==> src/rtl/shift_sequencer.sv <==
// Multi-cycle shift controller that drives an external 1-bit shifter.
// It feeds each result back until the requested count is reached.
module shift_sequencer #(
    parameter int WIDTH = 16,
    parameter int AMT_W = 5
) (
    input  logic             clk,
    input  logic             reset,
    input  logic             start,
    input  logic [1:0]       op,
    input  logic [AMT_W-1:0] amount,
    input  logic [WIDTH-1:0] din,
    output logic             busy,
    output logic             done,
    output logic [WIDTH-1:0] dout,
    output logic [WIDTH-1:0] sh_in,
    output logic [1:0]       sh_code,
    input  logic [WIDTH-1:0] sh_out
);

    localparam int CNT_W = $clog2(WIDTH + 1);
    localparam int CMP_W = (AMT_W > CNT_W) ? AMT_W : CNT_W;
    localparam logic [1:0] OP_PASS = 2'b00;

    typedef enum logic [1:0] {
        IDLE,
        SHIFT,
        DONE
    } state_t;

    state_t           state;
    state_t           state_next;
    logic [WIDTH-1:0] work;
    logic [WIDTH-1:0] work_next;
    logic [CNT_W-1:0] cnt;
    logic [CNT_W-1:0] cnt_next;
    logic [1:0]       op_q;
    logic [1:0]       op_next;
    logic [CMP_W-1:0] amount_ext;
    logic [CNT_W-1:0] amount_clamped;

    // Anything past WIDTH shifts everything out, so cap the cycle count there.
    always_comb begin
        amount_ext = CMP_W'(amount);
        if (amount_ext > CMP_W'(WIDTH)) begin
            amount_clamped = CNT_W'(WIDTH);
        end else begin
            amount_clamped = CNT_W'(amount_ext);
        end
    end

    always_ff @(posedge clk or posedge reset) begin
        if (reset) begin
            state <= IDLE;
            work  <= '0;
            cnt   <= '0;
            op_q  <= OP_PASS;
        end else begin
            state <= state_next;
            work  <= work_next;
            cnt   <= cnt_next;
            op_q  <= op_next;
        end
    end

    always_comb begin
        state_next = state;
        work_next  = work;
        cnt_next   = cnt;
        op_next    = op_q;
        sh_code    = OP_PASS;
        case (state)
            IDLE: begin
                if (start) begin
                    work_next = din;
                    op_next   = op;
                    cnt_next  = amount_clamped;
                    if (op == OP_PASS || amount_clamped == '0) begin
                        state_next = DONE;
                    end else begin
                        state_next = SHIFT;
                    end
                end
            end
            SHIFT: begin
                sh_code   = op_q;
                work_next = sh_out;
                cnt_next  = cnt - CNT_W'(1);
                if (cnt == CNT_W'(1)) begin
                    state_next = DONE;
                end
            end
            DONE: begin
                state_next = IDLE;
            end
            default: begin
                state_next = IDLE;
            end
        endcase
    end

    assign busy  = (state != IDLE);
    assign done  = (state == DONE);
    assign dout  = work;
    assign sh_in = work;

endmodule
==> config.mk <==
export PLATFORM = sky130hd
export DESIGN_NAME = shift_sequencer
export DESIGN_NICKNAME = d
export VERILOG_FILES = /design/src/rtl/shift_sequencer.sv
export SDC_FILE = /design/constraint.sdc
export NUM_CORES = 1
export LEC_CHECK = 0
export ABC_AREA = 1
export CORE_MARGIN = 1
export CORE_UTILIZATION = 40
export DETAILED_ROUTE_END_ITERATION = 10
export PLACE_DENSITY_LB_ADDON = 0.15
export SKIP_LAST_GASP = 1
export SLEW_MARGIN = 20
export SYNTH_ARGS = -nofsm -noshare
export SYNTH_HDL_FRONTEND = slang
export SYNTH_SLANG_ARGS = --single-unit
==> constraint.sdc <==
create_clock -name clk -period 1.6 [get_ports clk]
set_input_delay 0.24 -clock clk [delete_from_list [all_inputs] [get_ports clk]]
set_output_delay 0.24 -clock clk [all_outputs]
set_load 0.02 [all_outputs]
==> results.sh <==
export IMPL_setup_viol=0
export IMPL_drc=0
export IMPL_cts_sinks=25
export IMPL_vias_per_cell=4.62
export IMPL_overflow=0
export IMPL_slew_headroom=0.753
export IMPL_ant_nets=0
export IMPL_dpl_hpwl_um=2720
export IMPL_dpl_cell_area_um2=2240
export IMPL_worst_setup_path_type="reg2out"
export IMPL_irDropWorstVdd_mv=1.06
export IMPL_cts_tree="built"
export IMPL_grt_util_all_layers=0.187
export IMPL_yosysTopAreaCell="dfrtp_1"
export IMPL_synth_edf_count=0
export IMPL_ys_flop_type="dfrtp_1"
export IMPL_path_cells="inv_2, nand2_4, nor2_1, dlygate4sd2_1"
export IMPL_ctsLongestPathBuffers=2
export IMPL_design_area_um2=2290
export IMPL_power_density_nw_per_um2=2040
export IMPL_yosysMostFrequentCell="nand2_1"
export IMPL_maxCapViolCount=0
export IMPL_path_clk_slew_ps=90
export IMPL_grt_max_degree=23
export IMPL_finish_utilization=0.620
export IMPL_cp_end_kind="output pin"
export IMPL_r2r_cells=7
export IMPL_syn_num_nets=233
export IMPL_first_iter_violations=29
export IMPL_seq_area_um2=627
export IMPL_numPortBuffers=77
export IMPL_tns_ps=0
export IMPL_slew_violations=0
export IMPL_first_pass_iters=4
export IMPL_synthTopCellsByCount="nand2_1 (33), nor2_1 (28), dfrtp_1 (25)"
export IMPL_post_cts_buffers=0
export IMPL_cts_buffers=3
export IMPL_dieHeight_um=64.2
export IMPL_crit_fanout=4
export IMPL_clock_latency_ps=270
export IMPL_vias=1395
export IMPL_ys_ff_latch=25
export IMPL_crit_required_ps=1360
export IMPL_reg2reg_from="state[1]"
export IMPL_ios=78
export IMPL_area_delta_synth_final_pct=47.9
export IMPL_drive_above_1_share=0.161
export IMPL_postSynth_asyncResetShare=1.00
export IMPL_hold_violations=0
export IMPL_netlist_area_leader_share=0.404
export IMPL_synthDistinctLibCells=21
export IMPL_num_nets_final=299
export IMPL_timing_worst_slew_pin_value_ps=371
export IMPL_yosysSeqAreaShare=0.404
export IMPL_die_w_um=64.2
export IMPL_status="finished, final reports clean"
export IMPL_dieArea_um2=4120
export IMPL_arrival_ps=1290
export IMPL_ctsResizeCount=5
export IMPL_first_global_vias=1279
export IMPL_startpoint_type="flop"
export IMPL_critPathBufInv=2
export IMPL_antenna_found_initial=0
export IMPL_gp_congestion=0.780
export IMPL_fin_crit_ps=1530
export IMPL_core_area_um2=3690
export IMPL_cpPeakStageDelay_ps=430
export IMPL_synth_warnings=0
export IMPL_fin_crit_sh=0.959
export IMPL_grt_pass1_wl_um=5950
export IMPL_clock_fmax_mhz=652
export IMPL_cp_top_family="buffers and inverters"
export IMPL_initial_utilization=0.420
export IMPL_rsz0062_at_grt="no"
export IMPL_wire_per_inst_um=12.0
export IMPL_ctsRootBufferMaster="clkbuf_8"
export IMPL_n_fill_cell=356
export IMPL_num_antenna_cells=0
export IMPL_multi_input_area_um2=654
export IMPL_h_tree_depth=1
export IMPL_syn_cell_area_um2=1550
export IMPL_p_leak_uw=0.00100
export IMPL_r2r_end="state[1]"
export IMPL_r2r_slack_ps=200
export IMPL_cts_hold_buf=0
export IMPL_syn_inst=189
export IMPL_avgSynthCellArea_um2=8.19
export IMPL_wl_um=3640
export IMPL_hold_path_class="in2async"
export IMPL_hold_ws_ps=227
export IMPL_cp_num_cells=4
export IMPL_cp_slowest_cell="dfrtp_1"
export IMPL_fp_row_count=22
export IMPL_fin_skew_ps=2.01
export IMPL_synth_area_top_cells="dfrtp_1 (40%), a21oi_2 (11%), nand2_1 (8.0%)"
## logic make-up after synthesis
kind of cell    count (synthesis)  synth area share
compound gates                 43             0.188
fa+ha+maj                       2            0.0162
buf+inv                        41             0.173
flops                          25             0.404
simple gates                   78             0.219
## placed cells by master (no fill, tap or decap), types with 3 or more instances in the layout
master,count
a21oi_2,19
clkdlybuf4s50_1,73
dlygate4sd2_1,3
nand2_2,3
nand2_1,33
nor2_1,28
clkbuf_8,3
nand3_1,9
dfrtp_1,24
inv_1,16
o21ai_0,3
a21oi_1,18
buf_4,5
## state kept, by name, summed over array words and instances, names as in the netlist
register	count
cnt	5
state	2
op_q	2
dout	16
## metrics by stage
stage	setup WS (ps)	total power [uW]	cells
after global routing	0.373	5010	302
after global placement	89.2	4310	298
after floorplan	291	3420	189
after detailed placement	65.4	4360	298
final	65.1	4680	302
after CTS	46.1	4710	302
## layout make-up
| cell class | instances | area share |
|---|---|---|
| clock inverters | 1 | 0.00219 |
| repair buffers | 83 | 0.360 |
| multi-input cells | 123 | 0.286 |
| clock buffers | 3 | 0.0180 |
| inverters | 19 | 0.0334 |
| well taps | 48 | 0.0262 |
| flip-flops and latches | 25 | 0.274 |
## how the worst max path moves through the flow
stage / from / end
CTS: state[1] / sh_code[0]
detailed placement: start / dout[14]
floorplan: state[1] / sh_code[0]
finish: state[1] / sh_code[1]
global route: state[1] / sh_code[0]
global placement: state[1] / sh_code[0]
## metal layers
layer	up-vias	share of wire	wire, um	global-route usage
met5	-	0	0	0
met4	0	0.016	59	0.0750
met3	5	0.041	150	0.0268
met2	36	0.49	1790	0.314
met1	638	0.45	1640	0.239
li1	716	-	-	-
## power by group
| group | internal, uW | switching, uW | total (uW) |
|---|---|---|---|
| Sequential | 957 | 262 | 1220 |
| Combinational | 1370 | 1700 | 3070 |
| Clock | 175 | 209 | 383 |
## worst reg2reg max path, stage by stage (launching register included)
cell,delay [ps]
dfrtp_1,420
inv_2,100
nand2_4,70
buf_4,310
inv_6,150
nand2_1,130
nand2_1,70
a21oi_2,90
No activity file was read; power rests on OpenSTA's default activity.
